--- src/rtl/control_pkg.sv ---
// Shared encodings for the multicycle RV32I control path: FSM states, opcodes
// and the select-field values seen by the extender, ALU decoder and datapath muxes.
package control_pkg;

   typedef enum logic [3:0] {
      S_FETCH, S_DECODE, S_MEMADR, S_MEMREAD, S_MEMWB, S_MEMWRITE,
      S_EXECR, S_EXECI, S_ALUWB, S_BRANCH, S_JAL, S_JALRADR, S_JALRJMP,
      S_LUI, S_AUIPC, S_TRAP
   } state_t;

   localparam logic [6:0] OP_LOAD   = 7'b0000011;
   localparam logic [6:0] OP_STORE  = 7'b0100011;
   localparam logic [6:0] OP_RTYPE  = 7'b0110011;
   localparam logic [6:0] OP_ITYPE  = 7'b0010011;
   localparam logic [6:0] OP_BRANCH = 7'b1100011;
   localparam logic [6:0] OP_JAL    = 7'b1101111;
   localparam logic [6:0] OP_JALR   = 7'b1100111;
   localparam logic [6:0] OP_LUI    = 7'b0110111;
   localparam logic [6:0] OP_AUIPC  = 7'b0010111;

   localparam logic [1:0] IMM_I  = 2'b00;
   localparam logic [1:0] IMM_S  = 2'b01;
   localparam logic [1:0] IMM_B  = 2'b10;
   localparam logic [1:0] IMM_UJ = 2'b11;

   localparam logic [1:0] SRCA_PC    = 2'b00;
   localparam logic [1:0] SRCA_OLDPC = 2'b01;
   localparam logic [1:0] SRCA_RS1   = 2'b10;
   localparam logic [1:0] SRCA_ZERO  = 2'b11;

   localparam logic [1:0] SRCB_RS2  = 2'b00;
   localparam logic [1:0] SRCB_IMM  = 2'b01;
   localparam logic [1:0] SRCB_FOUR = 2'b10;

   localparam logic [1:0] RES_ALUOUT    = 2'b00;
   localparam logic [1:0] RES_DATA      = 2'b01;
   localparam logic [1:0] RES_ALURESULT = 2'b10;

   localparam logic [1:0] ALUOP_ADD   = 2'b00;
   localparam logic [1:0] ALUOP_SUB   = 2'b01;
   localparam logic [1:0] ALUOP_FUNCT = 2'b10;

   localparam logic [2:0] F3_BEQ = 3'b000;
   localparam logic [2:0] F3_BNE = 3'b001;

endpackage

--- src/rtl/multicycle_controller_if.sv ---
// Control bundle between the multicycle controller (master) and the datapath (slave).
interface multicycle_controller_if #(parameter int CNT_W = 32);
   logic [6:0]       Op;
   logic [2:0]       Funct3;
   logic             Zero;
   logic             MemReady;
   logic             PCWrite;
   logic             AdrSrc;
   logic             MemWrite;
   logic             IRWrite;
   logic             RegWrite;
   logic [1:0]       ResultSrc;
   logic [1:0]       ALUSrcA;
   logic [1:0]       ALUSrcB;
   logic [1:0]       ALUOp;
   logic [1:0]       ImmSrc;
   logic             Illegal;
   logic [CNT_W-1:0] InstRet;

   modport master (
      input  Op, Funct3, Zero, MemReady,
      output PCWrite, AdrSrc, MemWrite, IRWrite, RegWrite, ResultSrc,
             ALUSrcA, ALUSrcB, ALUOp, ImmSrc, Illegal, InstRet
   );

   modport slave (
      output Op, Funct3, Zero, MemReady,
      input  PCWrite, AdrSrc, MemWrite, IRWrite, RegWrite, ResultSrc,
             ALUSrcA, ALUSrcB, ALUOp, ImmSrc, Illegal, InstRet
   );
endinterface

--- src/rtl/imm_src_decoder.sv ---
// Opcode to immediate-format map; kept standalone so a pipelined decode stage can reuse it.
module imm_src_decoder
   import control_pkg::*;
(
   input  logic [6:0] op,
   output logic [1:0] imm_src
);
   always_comb begin
      imm_src = IMM_I;
      case (op)
         OP_STORE:                imm_src = IMM_S;
         OP_BRANCH:               imm_src = IMM_B;
         OP_LUI, OP_AUIPC, OP_JAL: imm_src = IMM_UJ;
         default:                 imm_src = IMM_I;
      endcase
   end
endmodule

--- src/rtl/multicycle_controller.sv ---
// Main control FSM of the multicycle RV32I core: sequences fetch/decode/execute,
// stalls on MemReady, traps unknown opcodes and counts retired instructions.
module multicycle_controller
   import control_pkg::*;
#(
   parameter int CNT_W = 32
) (
   input  logic                     clk,
   input  logic                     rst,
   multicycle_controller_if.master  bus
);
   state_t           state_q, state_d;
   logic             illegal_q, illegal_d;
   logic [CNT_W-1:0] instret_q, instret_d;

   logic       taken, retire;
   logic       pc_write, adr_src, mem_write, ir_write, reg_write;
   logic [1:0] result_src, alu_src_a, alu_src_b, alu_op;

   imm_src_decoder u_imm (.op(bus.Op), .imm_src(bus.ImmSrc));

   // Only beq/bne are supported; any other Funct3 falls through untaken.
   assign taken = (bus.Funct3 == F3_BEQ &&  bus.Zero) ||
                  (bus.Funct3 == F3_BNE && !bus.Zero);

   always_comb begin
      state_d = state_q;
      case (state_q)
         S_FETCH:    if (bus.MemReady) state_d = S_DECODE;
         S_DECODE: begin
            case (bus.Op)
               OP_LOAD, OP_STORE: state_d = S_MEMADR;
               OP_RTYPE:          state_d = S_EXECR;
               OP_ITYPE:          state_d = S_EXECI;
               OP_BRANCH:         state_d = S_BRANCH;
               OP_JAL:            state_d = S_JAL;
               OP_JALR:           state_d = S_JALRADR;
               OP_LUI:            state_d = S_LUI;
               OP_AUIPC:          state_d = S_AUIPC;
               default:           state_d = S_TRAP;
            endcase
         end
         S_MEMADR:   state_d = (bus.Op == OP_LOAD) ? S_MEMREAD : S_MEMWRITE;
         S_MEMREAD:  if (bus.MemReady) state_d = S_MEMWB;
         S_MEMWB:    state_d = S_FETCH;
         S_MEMWRITE: if (bus.MemReady) state_d = S_FETCH;
         S_EXECR, S_EXECI, S_JAL, S_JALRJMP, S_LUI, S_AUIPC:
                     state_d = S_ALUWB;
         S_ALUWB:    state_d = S_FETCH;
         S_BRANCH:   state_d = S_FETCH;
         S_JALRADR:  state_d = S_JALRJMP;
         S_TRAP:     state_d = S_TRAP;
         default:    state_d = S_TRAP;
      endcase
   end

   always_comb begin
      pc_write   = 1'b0;
      adr_src    = 1'b0;
      mem_write  = 1'b0;
      ir_write   = 1'b0;
      reg_write  = 1'b0;
      result_src = RES_ALUOUT;
      alu_src_a  = SRCA_PC;
      alu_src_b  = SRCB_RS2;
      alu_op     = ALUOP_ADD;
      case (state_q)
         S_FETCH: begin
            alu_src_b  = SRCB_FOUR;
            result_src = RES_ALURESULT;
            pc_write   = bus.MemReady;
            ir_write   = bus.MemReady;
         end
         S_DECODE:   begin alu_src_a = SRCA_OLDPC; alu_src_b = SRCB_IMM; end
         S_MEMADR:   begin alu_src_a = SRCA_RS1;   alu_src_b = SRCB_IMM; end
         S_MEMREAD:  adr_src = 1'b1;
         S_MEMWB:    begin result_src = RES_DATA; reg_write = 1'b1; end
         S_MEMWRITE: begin adr_src = 1'b1; mem_write = 1'b1; end
         S_EXECR:    begin alu_src_a = SRCA_RS1; alu_op = ALUOP_FUNCT; end
         S_EXECI: begin
            alu_src_a = SRCA_RS1;
            alu_src_b = SRCB_IMM;
            alu_op    = ALUOP_FUNCT;
         end
         S_ALUWB:    reg_write = 1'b1;
         S_BRANCH: begin
            alu_src_a = SRCA_RS1;
            alu_op    = ALUOP_SUB;
            pc_write  = taken;
         end
         // Both jump flavours write OldPC+4 as the link value, PC takes the precomputed target.
         S_JAL, S_JALRJMP: begin
            alu_src_a = SRCA_OLDPC;
            alu_src_b = SRCB_FOUR;
            pc_write  = 1'b1;
         end
         S_JALRADR:  begin alu_src_a = SRCA_RS1;   alu_src_b = SRCB_IMM; end
         S_LUI:      begin alu_src_a = SRCA_ZERO;  alu_src_b = SRCB_IMM; end
         S_AUIPC:    begin alu_src_a = SRCA_OLDPC; alu_src_b = SRCB_IMM; end
         default: ;
      endcase
      if (rst) begin
         pc_write  = 1'b0;
         ir_write  = 1'b0;
         reg_write = 1'b0;
         mem_write = 1'b0;
      end
   end

   assign retire = !rst && (state_q == S_MEMWB || state_q == S_ALUWB ||
                            state_q == S_BRANCH ||
                            (state_q == S_MEMWRITE && bus.MemReady));

   always_comb begin
      instret_d = instret_q;
      if (retire) instret_d = instret_q + CNT_W'(1);
      illegal_d = illegal_q | (state_d == S_TRAP);
   end

   always_ff @(posedge clk) begin
      if (rst) begin
         state_q   <= S_FETCH;
         illegal_q <= 1'b0;
         instret_q <= '0;
      end else begin
         state_q   <= state_d;
         illegal_q <= illegal_d;
         instret_q <= instret_d;
      end
   end

   assign bus.PCWrite   = pc_write;
   assign bus.AdrSrc    = adr_src;
   assign bus.MemWrite  = mem_write;
   assign bus.IRWrite   = ir_write;
   assign bus.RegWrite  = reg_write;
   assign bus.ResultSrc = result_src;
   assign bus.ALUSrcA   = alu_src_a;
   assign bus.ALUSrcB   = alu_src_b;
   assign bus.ALUOp     = alu_op;
   assign bus.Illegal   = illegal_q;
   assign bus.InstRet   = instret_q;
endmodule

--- src/flat_wrapper.sv ---
// flat-port wrapper written by rule: the top's interface ports become plain ports
module multicycle_controller_flat import control_pkg::*;
#(
   parameter int CNT_W = 32
)
  (clk, rst, bus_Op, bus_Funct3, bus_Zero, bus_MemReady, bus_PCWrite, bus_AdrSrc, bus_MemWrite, bus_IRWrite, bus_RegWrite, bus_ResultSrc, bus_ALUSrcA, bus_ALUSrcB, bus_ALUOp, bus_ImmSrc, bus_Illegal, bus_InstRet);
  multicycle_controller_if #(.CNT_W(CNT_W)) bus_i ();
  input  logic clk;
  input  logic rst;
  input wire logic [$bits(bus_i.Op)-1:0] bus_Op;
  input wire logic [$bits(bus_i.Funct3)-1:0] bus_Funct3;
  input wire logic [$bits(bus_i.Zero)-1:0] bus_Zero;
  input wire logic [$bits(bus_i.MemReady)-1:0] bus_MemReady;
  output wire logic [$bits(bus_i.PCWrite)-1:0] bus_PCWrite;
  output wire logic [$bits(bus_i.AdrSrc)-1:0] bus_AdrSrc;
  output wire logic [$bits(bus_i.MemWrite)-1:0] bus_MemWrite;
  output wire logic [$bits(bus_i.IRWrite)-1:0] bus_IRWrite;
  output wire logic [$bits(bus_i.RegWrite)-1:0] bus_RegWrite;
  output wire logic [$bits(bus_i.ResultSrc)-1:0] bus_ResultSrc;
  output wire logic [$bits(bus_i.ALUSrcA)-1:0] bus_ALUSrcA;
  output wire logic [$bits(bus_i.ALUSrcB)-1:0] bus_ALUSrcB;
  output wire logic [$bits(bus_i.ALUOp)-1:0] bus_ALUOp;
  output wire logic [$bits(bus_i.ImmSrc)-1:0] bus_ImmSrc;
  output wire logic [$bits(bus_i.Illegal)-1:0] bus_Illegal;
  output wire logic [$bits(bus_i.InstRet)-1:0] bus_InstRet;
  assign bus_i.Op = bus_Op;
  assign bus_i.Funct3 = bus_Funct3;
  assign bus_i.Zero = bus_Zero;
  assign bus_i.MemReady = bus_MemReady;
  assign bus_PCWrite = bus_i.PCWrite;
  assign bus_AdrSrc = bus_i.AdrSrc;
  assign bus_MemWrite = bus_i.MemWrite;
  assign bus_IRWrite = bus_i.IRWrite;
  assign bus_RegWrite = bus_i.RegWrite;
  assign bus_ResultSrc = bus_i.ResultSrc;
  assign bus_ALUSrcA = bus_i.ALUSrcA;
  assign bus_ALUSrcB = bus_i.ALUSrcB;
  assign bus_ALUOp = bus_i.ALUOp;
  assign bus_ImmSrc = bus_i.ImmSrc;
  assign bus_Illegal = bus_i.Illegal;
  assign bus_InstRet = bus_i.InstRet;
  multicycle_controller #(.CNT_W(CNT_W)) u_core (.clk(clk), .rst(rst), .bus(bus_i));
endmodule
--- config.mk ---
export PLATFORM = sky130hd
export DESIGN_NAME = multicycle_controller_flat
export DESIGN_NICKNAME = d
export VERILOG_FILES = /design/src/rtl/control_pkg.sv /design/src/rtl/multicycle_controller_if.sv /design/src/rtl/imm_src_decoder.sv /design/src/rtl/multicycle_controller.sv /design/src/flat_wrapper.sv
export SDC_FILE = /design/constraint.sdc
export NUM_CORES = 1
export LEC_CHECK = 0
export CAP_MARGIN = 20
export CORE_ASPECT_RATIO = 0.8
export CORE_MARGIN = 1
export CORE_UTILIZATION = 35
export DETAILED_ROUTE_END_ITERATION = 16
export DONT_BUFFER_PORTS = 1
export SLEW_MARGIN = 20
export SYNTH_ARGS = -nofsm -noshare
export SYNTH_HDL_FRONTEND = slang
export SYNTH_SLANG_ARGS = --single-unit
--- constraint.sdc ---
create_clock -name clk -period 4.39 [get_ports clk]
set_input_delay 0.439 -clock clk [delete_from_list [all_inputs] [get_ports clk]]
set_output_delay 0.439 -clock clk [all_outputs]
set_load 0.005 [all_outputs]
==> results_dict.tcl <==
set metrics [dict create \
    syn_area_um2 2260 \
    min_path_type "primary input to flop" \
    hold_viol_final 0 \
    drive_gt1_share_pct 3.57 \
    cts_buffers 5 \
    yosysUniqueCellTypes 48 \
    highest_layer "met4" \
    rsz0062_at_grt "false" \
    peakVddDrop_uv 118 \
    overflow 0 \
    maxSlewViolCount 0 \
    synth_flop_cell "dfxtp_1" \
    async_flop_share_pct 0 \
    outcome "finished clean" \
    synth_cells 292 \
    cp_data_required_time_ps 4610 \
    routed_wl_mm 5.58 \
    endpoint_kind "flop" \
    wl_met1_mm 2.76 \
    total_power_mw 0.773 \
    post_cts_buffers 0 \
    syn-num-nets 307 \
    area.sequential_um2 741 \
    place.gp.congestion 0.788 \
    num_antenna_cells 0 \
    synth_edf_count 0 \
    areaGrowthSynthToFinish_pct 5.82 \
    start_kind "flop" \
    final_nets 294 \
    wl_met2_mm 2.35 \
    finalClockSkew_ps 6.69 \
    ant_nets 0 \
    die_x_um 91.8 \
    hpwl_mm 3.92 \
    tns_ps 0 \
    antenna_found_initial 0 \
    ctsResizeCount 0 \
    period_share_pct 66.8 \
    wl_per_cell_um 15.5 \
    grt_pass1_wl_mm 9.20 \
    maxCapViolations 0 \
    die_y_um 73.8 \
    io_pins 62 \
    clk_pin_slew_ps 70 \
    clk_path_buf_depth 2 \
    insertion_delay_ps 280 \
    ctsHoldBuffers 0 \
    slew_headroom_pct 38.2 \
    fill_cells 630 \
    tightest_slew_ps 925 \
    firstDrtPassIters 4 \
    leakage_nw 0.728 \
    drtIter0Drc 187 \
    track_usage_pct 17.0 \
    core_um2 6070 \
    drcViolationCount 0 \
    initial_core_util_pct 37.2 \
    vias 2118 \
    crit_type "flop to flop" \
    yosys_warnings 0 \
    power_density_nw_per_um2 324 \
    cts_tree "yes" \
    grt_pass1_vias 1852 \
    syn_area_per_cell_um2 7.73 \
    wl_met3_um 422 \
    port_buffers 0 \
    htreeDepth 2 \
    placementRows 25 \
    cts.sinks 37 \
    dieArea_um2 6770 \
    yosysSeqAreaShare_pct 32.8 \
    fin_area_um2 2390 \
    crit_arrival_ps 3150 \
    grt_max_degree 44 \
    whs_ps 218 \
    post_dp_cell_area_um2 2270 \
    cts-root-buf "clkbuf_8" \
    viasPerCell 5.87 \
    finalSetupViolCount 0 \
    crit_path_max_fanout 25 \
    synth_seq_cells 37 \
    fin_crit_ps 2930 \
    multiInputGateArea_um2 1390 \
    fmax_mhz 341 \
]
cells by family (layout without fill, tap and decap cells):
| logic type | after synthesis | count (layout) | synth area share [%] |
|---|---|---|---|
| mux | 2 | 2 | 0.943 |
| fa+ha+maj | 1 | 1 | 0.555 |
| flops | 37 | 37 | 32.8 |
| xor+xnor | 9 | 9 | 3.49 |
| simple gates | 134 | 134 | 35.3 |
| buf+inv | 30 | 18 | 5.49 |
| compound gates | 79 | 79 | 21.4 |
layout make-up:
| type | instances | area share [%] |
|---|---|---|
| tap | 81 | 4.25 |
| sequential | 37 | 31.0 |
| clock buffer | 7 | 3.62 |
| multi-input combinational | 225 | 58.3 |
| inverter | 10 | 1.57 |
| clock inverter | 1 | 1.26 |
metal layers:
metal | vias to the layer above | GRT usage, %
li1 | 1061 | -
met1 | 998 | 23.7
met2 | 55 | 24.3
met3 | 4 | 6.52
met4 | 0 | 4.69
met5 | - | 0
placed cells by master, fill, tap and decap left out, types with 3 or more instances in the layout:
cell type / instances
or4b_1: 3
o31ai_1: 9
nor3_1: 9
nand3_1: 12
nor2b_1: 4
a21oi_1: 31
and4_1: 3
nand2_1: 21
o41ai_1: 5
o21ai_0: 19
or3_1: 12
nor4_1: 6
nor2_1: 16
clkbuf_8: 6
nand2b_1: 10
inv_1: 10
or4_1: 10
dfxtp_1: 37
nand4b_1: 4
nor4b_1: 3
nand4_1: 3
and2_1: 3
and3_1: 8
xnor2_1: 9
state kept, by name, indices dropped and copies added (netlist names):
name / flops
u_core.bus.InstRet: 32
u_core.state_q: 4
u_core.bus.Illegal: 1
synth_stat cells, types with 2 or more instances:
| cell | count | area [um2] |
|---|---|---|
| nand2b_1 | 10 | 62.6 |
| nand2_1 | 21 | 78.8 |
| buf_2 | 3 | 15.0 |
| and3_1 | 8 | 50.1 |
| nor4b_1 | 3 | 26.3 |
| and2_1 | 3 | 18.8 |
| inv_1 | 10 | 37.5 |
| nor4_1 | 6 | 37.5 |
| or4_1 | 10 | 75.1 |
| clkbuf_1 | 15 | 56.3 |
| dfxtp_1 | 37 | 741 |
| a221oi_1 | 2 | 17.5 |
| nor2b_1 | 4 | 25.0 |
| a31oi_1 | 2 | 12.5 |
| nand4b_1 | 4 | 35.0 |
| or3_1 | 12 | 75.1 |
| o31ai_1 | 9 | 67.6 |
| o21a_1 | 2 | 15.0 |
| and4_1 | 3 | 26.3 |
| xnor2_1 | 9 | 78.8 |
| o22ai_1 | 2 | 12.5 |
| o41ai_1 | 5 | 43.8 |
| nand4_1 | 3 | 18.8 |
| a21oi_1 | 31 | 155 |
| o21ai_0 | 19 | 95.1 |
| nand3_1 | 12 | 60.1 |
| or4b_1 | 3 | 30.0 |
| nor3_1 | 9 | 45.0 |
| nor2_1 | 16 | 60.1 |
final timing paths:
check	start	depth (start not counted)	end	slack [ps]
worst min register to register	u_core.bus.InstRet[31]	2	u_core.bus.InstRet[31]	500
worst min-delay path	rst	1	u_core.bus.InstRet[20]	220
worst max-delay path	u_core.state_q[2]	5	u_core.bus.InstRet[30]	1460
worst max register to register	u_core.state_q[2]	5	u_core.bus.InstRet[30]	1460
where the power goes:
group	switching [mW]	leakage [nW]	internal, mW	total [mW]
combinational	0.0581	0.371	0.0427	0.101
sequential	0.0257	0.298	0.343	0.369
clock	0.118	0.0585	0.185	0.303
total	0.202	0.728	0.571	0.773
through the flow:
step / util [%] / cells / setup WS (ps)
CTS: 39.3 / 361 / 1480
global placement: 37.4 / 353 / 1580
detailed placement: 37.4 / 353 / 1490
finish: 39.3 / 361 / 1460
global route: 39.3 / 361 / 1120
floorplan: - / 292 / 2190
worst max-delay path, cell delays in order, from the launching register on:
cell	delay (ps)
dfxtp_1	620
nand2b_1	180
o21a_1	330
nand4bb_1	830
or4_1	750
a21oi_1	150
No activity file was read; power rests on OpenSTA's default activity.
